==> config.mk <==
export PLATFORM = sky130hd
export DESIGN_NAME = ascon_perm_ctrl
export DESIGN_NICKNAME = d
export VERILOG_FILES = /design/src/rtl/ascon_perm_ctrl.sv
export SDC_FILE = /design/constraint.sdc
export NUM_CORES = 1
export LEC_CHECK = 0
export CAP_MARGIN = 20
export CORE_UTILIZATION = 35
export CTS_CLUSTER_SIZE = 14
export DETAILED_ROUTE_END_ITERATION = 8
export GPL_TIMING_DRIVEN = 0
export PLACE_DENSITY_LB_ADDON = 0.05
export SYNTH_ARGS = -nofsm -noshare
export SYNTH_HDL_FRONTEND = slang
export SYNTH_SLANG_ARGS = --single-unit
==> constraint.sdc <==
create_clock -name i_clk -period 1.43 [get_ports i_clk]
set_input_delay 0.143 -clock i_clk [delete_from_list [all_inputs] [get_ports i_clk]]
set_output_delay 0.143 -clock i_clk [all_outputs]
set_load 0.005 [all_outputs]
==> src/rtl/ascon_perm_ctrl.sv <==
// Sequencing controller for the Ascon-128 permutation datapath.
// Drives state load, round enable/index and key/data XOR strobes for init, absorb and finalization.
module ascon_perm_ctrl #(
  parameter int ROUNDS_A = 12,
  parameter int ROUNDS_B = 6
) (
  input  logic       i_clk,
  input  logic       i_rst,
  input  logic       i_start,
  input  logic       i_data_valid,
  input  logic       i_data_last,
  output logic       o_data_ready,
  output logic       o_load_init,
  output logic       o_perm_en,
  output logic [3:0] o_round,
  output logic       o_enable_xor_data,
  output logic       o_enable_xor_key,
  output logic       o_enable_xor_key_end,
  output logic       o_busy,
  output logic       o_done
);

  generate
    if (ROUNDS_A != 12 || ROUNDS_B < 1 || ROUNDS_B > 12) begin : g_bad_rounds
      $error("ascon_perm_ctrl: ROUNDS_A must be 12 and ROUNDS_B must be 1..12");
    end
  endgenerate

  localparam logic [3:0] LAST_ROUND = 4'd11;
  localparam logic [3:0] B_FIRST    = 4'(12 - ROUNDS_B);
  localparam logic [3:0] B_SECOND   = 4'(13 - ROUNDS_B);

  typedef enum logic [2:0] {
    IDLE,
    LOAD,
    INIT,
    WAIT_DATA,
    ABSORB,
    FINAL,
    DONE
  } state_t;

  state_t     state, state_next;
  logic [3:0] cnt, cnt_next;
  logic       last_q, last_next;

  always_ff @(posedge i_clk) begin
    if (i_rst) begin
      state  <= IDLE;
      cnt    <= 4'd0;
      last_q <= 1'b0;
    end else begin
      state  <= state_next;
      cnt    <= cnt_next;
      last_q <= last_next;
    end
  end

  // The handshake cycle in WAIT_DATA doubles as the first B round, so data inputs feed the outputs there.
  always_comb begin
    state_next           = state;
    cnt_next             = cnt;
    last_next            = last_q;
    o_data_ready         = 1'b0;
    o_load_init          = 1'b0;
    o_perm_en            = 1'b0;
    o_round              = 4'd0;
    o_enable_xor_data    = 1'b0;
    o_enable_xor_key     = 1'b0;
    o_enable_xor_key_end = 1'b0;
    o_busy               = (state != IDLE);
    o_done               = 1'b0;

    case (state)
      IDLE: begin
        if (i_start) state_next = LOAD;
      end

      LOAD: begin
        o_load_init = 1'b1;
        cnt_next    = 4'd0;
        state_next  = INIT;
      end

      INIT: begin
        o_perm_en = 1'b1;
        o_round   = cnt;
        if (cnt == LAST_ROUND) begin
          o_enable_xor_key_end = 1'b1;
          state_next           = WAIT_DATA;
        end else begin
          cnt_next = cnt + 4'd1;
        end
      end

      WAIT_DATA: begin
        o_data_ready = 1'b1;
        if (i_data_valid) begin
          o_perm_en         = 1'b1;
          o_enable_xor_data = 1'b1;
          o_round           = B_FIRST;
          last_next         = i_data_last;
          if (ROUNDS_B == 1) begin
            if (i_data_last) begin
              state_next = FINAL;
              cnt_next   = 4'd0;
            end
          end else begin
            state_next = ABSORB;
            cnt_next   = B_SECOND;
          end
        end
      end

      ABSORB: begin
        o_perm_en = 1'b1;
        o_round   = cnt;
        if (cnt == LAST_ROUND) begin
          if (last_q) begin
            state_next = FINAL;
            cnt_next   = 4'd0;
          end else begin
            state_next = WAIT_DATA;
          end
        end else begin
          cnt_next = cnt + 4'd1;
        end
      end

      FINAL: begin
        o_perm_en        = 1'b1;
        o_round          = cnt;
        o_enable_xor_key = (cnt == 4'd0);
        if (cnt == LAST_ROUND) begin
          o_enable_xor_key_end = 1'b1;
          state_next           = DONE;
        end else begin
          cnt_next = cnt + 4'd1;
        end
      end

      DONE: begin
        o_done     = 1'b1;
        state_next = IDLE;
      end

      default: begin
        state_next = IDLE;
      end
    endcase
  end

endmodule

After elaboration in Yosys (flattened, before gate mapping)
Cells that the tools add are included.
W data, S select, Z words.
{"block": "word_totals", "regBits": 8, "latchBits": 0, "ramBits": 0, "romBits": 0, "in_bits": 5, "out_inout_bits": 12, "n_memories": 0}
{"block": "classes", "add_sub_neg": 1, "n_mul": 0, "div_mod_pow": 0, "n_lt_le_gt_ge": 0, "n_eq_ne": 14, "n_shift": 0, "mux": 23, "bitwise_logic": 0, "reduce_logical": 9}
{"op": "$mux W3", "n": 7}
{"op": "$pmux W3 S6", "n": 1}
{"op": "$mux W4", "n": 4}
{"op": "$pmux W4 S4", "n": 1}
{"op": "$ne A2 B2 Y1 const B", "n": 6}
{"op": "$eq A3 B3 Y1 const B", "n": 3}
{"op": "$mux W1", "n": 8}
{"op": "$pmux W4 S2", "n": 1}
{"op": "$eq A3 B2 Y1 const B", "n": 2}
{"op": "$reduce_and A5 Y1", "n": 1}
{"op": "$add A4 B1 Y4 const B", "n": 1}
{"op": "$eq A4 B4 Y1 const B", "n": 1}
{"op": "$logic_not A4 Y1", "n": 1}
{"op": "$reduce_and A4 Y1", "n": 1}
{"op": "$reduce_bool A4 Y1", "n": 1}
{"op": "$eq A3 B1 Y1 const B", "n": 1}
{"op": "$logic_not A3 Y1", "n": 1}
{"op": "$ne A3 B3 Y1 const B", "n": 1}
{"op": "$reduce_bool A3 Y1", "n": 1}
{"op": "$reduce_or A3 Y1", "n": 1}
{"op": "$pmux W1 S2", "n": 1}
{"op": "$reduce_and A2 Y1", "n": 1}
{"op": "$reduce_or A2 Y1", "n": 1}

Logic depth before layout (Yosys ltp)
{"block": "depth", "word_depth": 4, "depth_mapped": 6, "depth_no_buf": 5}

Worst setup path before layout
No wires, ideal clock.
{"block": "synth_timing", "path_kind": "flip-flop to flip-flop", "startpoint": "register cnt[0]", "endpoint": "register cnt[2]", "setup_ns": 0.092, "arrival_time_ns": 1.223, "required_ns": 1.338, "path_slack_ns": 0.114, "stages_incl_launch_ff": 6, "n_path_buf": 0, "path_cell_list": "dfxtp_1 > ha_1 > and4bb_2 > o22ai_2 > a22oi_1 > o32ai_1"}
{"block": "synth_via", "elab_chain_len": 3, "elab_cells_between_ends": 8, "cone_classes": "1 x add/sub; 3 x eq/ne; 3 x mux; 1 x reduce/logical"}
{"item": "start, declared", "line_no": "44", "text": "logic [3:0] cnt, cnt_next;"}
{"item": "start signal, assigned", "line_no": "54", "text": "cnt <= cnt_next;"}
{"item": "$add A4 B1 Y4 / $eq A4 B4 Y1 (equally long branches)"}
{"item": "$mux W4 (tied with other cells)", "line_no": "88, 134"}
{"item": "$pmux W4 S4 / $reduce_and A4 Y1 (equally long branches)"}
Parallel ways exist; a longest one is shown, timed or not. The select of a mux whose other input is x is not followed.
A chain may end at the register's enable or synchronous reset.

Worst setup path after layout
{"block": "layout_timing", "startpoint": "register state[2]", "endpoint": "output port o_round[2]"}
{"block": "layout_via", "elab_chain_len": 3, "elab_cells_between_ends": 6, "cone_classes": "4 x eq/ne; 1 x mux; 1 x reduce/logical"}
{"item": "start, declared", "line_no": "43", "text": "state_t state, state_next;"}
{"item": "start signal, assigned", "line_no": "53", "text": "state <= state_next;"}
{"item": "$eq A3 B3 Y1 / $eq A3 B2 Y1 (equally long branches)", "line_no": "74", "text": "case (state)"}
{"item": "$reduce_or A3 Y1 (no line)"}
{"item": "$pmux W4 S2 *", "line_no": "74"}
{"item": "end, declared", "line_no": "15", "text": "output logic [3:0] o_round,"}
Mark *: on every way between the ends. The rest lies on a longest branch, timed or not.

==> run summary <==
power share of the sequential group: 18.4%
worst-path maximum fanout: 4
combinational share of power: 73.4%
largest net degree at the start of global routing: 10
clk_skew: 0.00108 ns
power density cells: 1730 mW/mm^2
switching share of power: 41.8%
fillcell total: 145
nets: 137
Yosys warnings: 0
PortBufs: 16
Max Cap Viol: 0
DRC viols: 0
I/O Pins: 17
Slowest-stage cell, CP: dfxtp_4
Slew HR: 74.0%
met1 Resource Use GR: 27.8%
crit path kind: register to primary output
GRT busiest layer: met2
final period demand of the worst path: 1.51 ns
gr usage total: 23.2%
status: complete, but fails checks
Area growth syn-to-layout: 80.9%
DR iter-0 viols: 11
total number of vias: 816
synth top area cells: dfxtp_1 (23%), a21oi_1 (5.8%), inv_1 (3.8%)
finished layout cell area: 0.00124 mm^2
first-pass GRT wire length: 3550 um
Achievable Freq: 663 MHz
initial core utilization: 38.5%
Power, Total: 2150 uW
Netlist cell types: 39
die area: 0.00214 mm^2
hold crit path type: primary input to register
Static Leak: 0.000513 uW
setup violators final: 10
H-tree depth: 1
Area after DPL: 878 um^2
Die W: 46.3 um
CP Launch Type: register
final hold viol count: 0
Mapped Area: 687 um^2
CP Capture Type: primary output
antenna violations before repair: 0
met3 GRT Util: 7.45%
crit share post-route: 105%
Net Sw Power: 900 uW
syn avg cell area: 7.99 um^2
CTS tree: built
Final HPWL DP: 1270 um
R2R depth: 7
synth cell count leaders: a21oi_1 (8), dfxtp_1 (8), inv_1 (7), nand2_1 (6)
Skew-Pair Late Insertion Delay: 0.26 ns
Yosys reg bits: 8
area leader, netlist: dfxtp_1
Slowest Stage Delay on Critical Path: 0.36 ns
Rows: 15
Syn Nets: 93
worst path arrival time: 1.37 ns
Antenna Cells: 0
fin util: 69.7%
Die Height: 46.3 um
ANT nets after route: 0
Most used DFF post-synth: dfxtp_1
post-synth top area share: 23.3%
layout cells sized above 1: 64.8%
Placement Setup Slack: -0.379 ns
DR WL/cell: 15.0 um
cells after synthesis: 86
WL final: 2300 um
vias in the first global route: 778
GR Util met2: 40.0%
GRT overflow: 0
Max VDD drop: 0.947 mV
number of synthesized flops with an enable pin: 0
Post-Place Cells: 127
asr flop ratio synth: 0%
failing checks: negative setup slack
final max-slew violation count: 0
Layout Cells excl Fill: 153
Seq/Total Area, Yosys: 23.3%
Setup WS post-layout: -0.0782 ns
GP Congestion: 0.791
iteration count of the initial detailed-routing pass: 4
Internal Power: 1250 uW
hold path cells: 3
clock buffer depth: 2
clock power share: 8.2%
Vias/cell: 5.33
Critical Path RT: 1.29 ns
Root Driver: clkbuf_4
Clock Sinks: 8
RSZ-0062 raised after global routing: yes
CP Cell Sequence: buf_8 -> and3b_2 -> buf_6 -> nand2_4 -> o21ai_2 -> buf_2
CTS Buf Count: 3
core footprint: 0.00178 mm^2
Clk pin slew, worst setup/hold paths: 0.05 ns
worst slew pin tran: 0.388 ns
[stage by stage]
| stage | hold slack [ns] | setup TNS, ns |
|---|---|---|
| 5_1_grt | 0.443 | -1.11 |
| 3_3_place_gp | 0.510 | -2.40 |
| 2_1_floorplan | 0.212 | 0 |
| 6_report | 0.407 | -0.388 |
| 4_1_cts | 0.410 | -0.348 |
| 3_5_place_dp | 0.509 | -2.61 |
[sequential cells by signal, indices dropped and copies added (netlist names)]
signal  cells
last_q      1
state       3
cnt         4
[cell usage in the layout, fill, tap and decap left out, types with 2 or more instances in the layout]
cell and count:
buf_4 16, nor2_1 4, nand2b_4 2, nand3_1 3, o21ai_0 2, a21oi_2 4, a21oi_1 5, buf_2 6
dlygate4sd2_1 2, nand2_1 5, o21ai_2 2, buf_6 11, dfxtp_4 4, buf_8 2, dfxtp_1 3, inv_1 4
clkbuf_2 3, o32ai_2 2, clkdlybuf4s50_1 3, nand3_2 2, nor2b_1 3, o31ai_1 2, nand2_4 2, clkbuf_4 3
inv_2 3
[final timing paths]
path,startpoint,slack (ns),end
worst max register to register,state[0],-0.06,cnt[2]
worst max-delay path,state[2],-0.08,o_round[2]
worst min-delay path,i_data_valid,0.41,last_q
worst min register to register,last_q,0.55,last_q
[power by group through the flow]
stage	logic, uW	clock network, uW	registers (uW)
4_1_cts	1340	175	386
2_1_floorplan	670	0	325
3_5_place_dp	931	0	346
3_3_place_gp	928	0	339
5_1_grt	1700	197	405
6_report	1580	176	397
[worst max-delay path, delay by kind of cell (launching register included)]
kind	cells	cell delay, ns
buffers and inverters	3	0.38
DFF	1	0.36
and+or+nand+nor	2	0.29
AOI/OAI and AO/OA	1	0.08
[logic make-up (layout without fill, tap and decap cells)]
logic type,count (synthesis),in the layout,share of synthesized area (%)
AND/OR/NAND/NOR,35,35,33.9
AO/OA/AOI/OAI,29,29,28.6
buffers and inverters,12,54,10.6
flip-flops,8,8,23.3
adder cells (fa/ha/maj),2,2,3.64
[what timing repair did]
item	in CTS	in global routing
cloned	0	0
setup buffers	18	6
resized for setup	75	26
pin swaps	12	12
hold buffers	0	0
endpoints found under the setup margin	16	17
[cell type report]
type	instances	area [um^2]	share of cell area, %
Multi-Input combinational cell	66	611	49.1
Tap cell	25	31.3	2.52
Inverter	8	35.0	2.82
Sequential cell	8	176	14.2
Buffer	4	52.6	4.23
Clock buffer	3	22.5	1.81
Timing Repair Buffer	39	314	25.3
[routing by layer]
metal  vias up  part of all wire, %
li1        398                    -
met1       396                   40
met2        18                   54
met3         4                  4.2
met4         0                  1.5
met5         -                    0
Note: power is estimated with default switching activity, not from simulation.
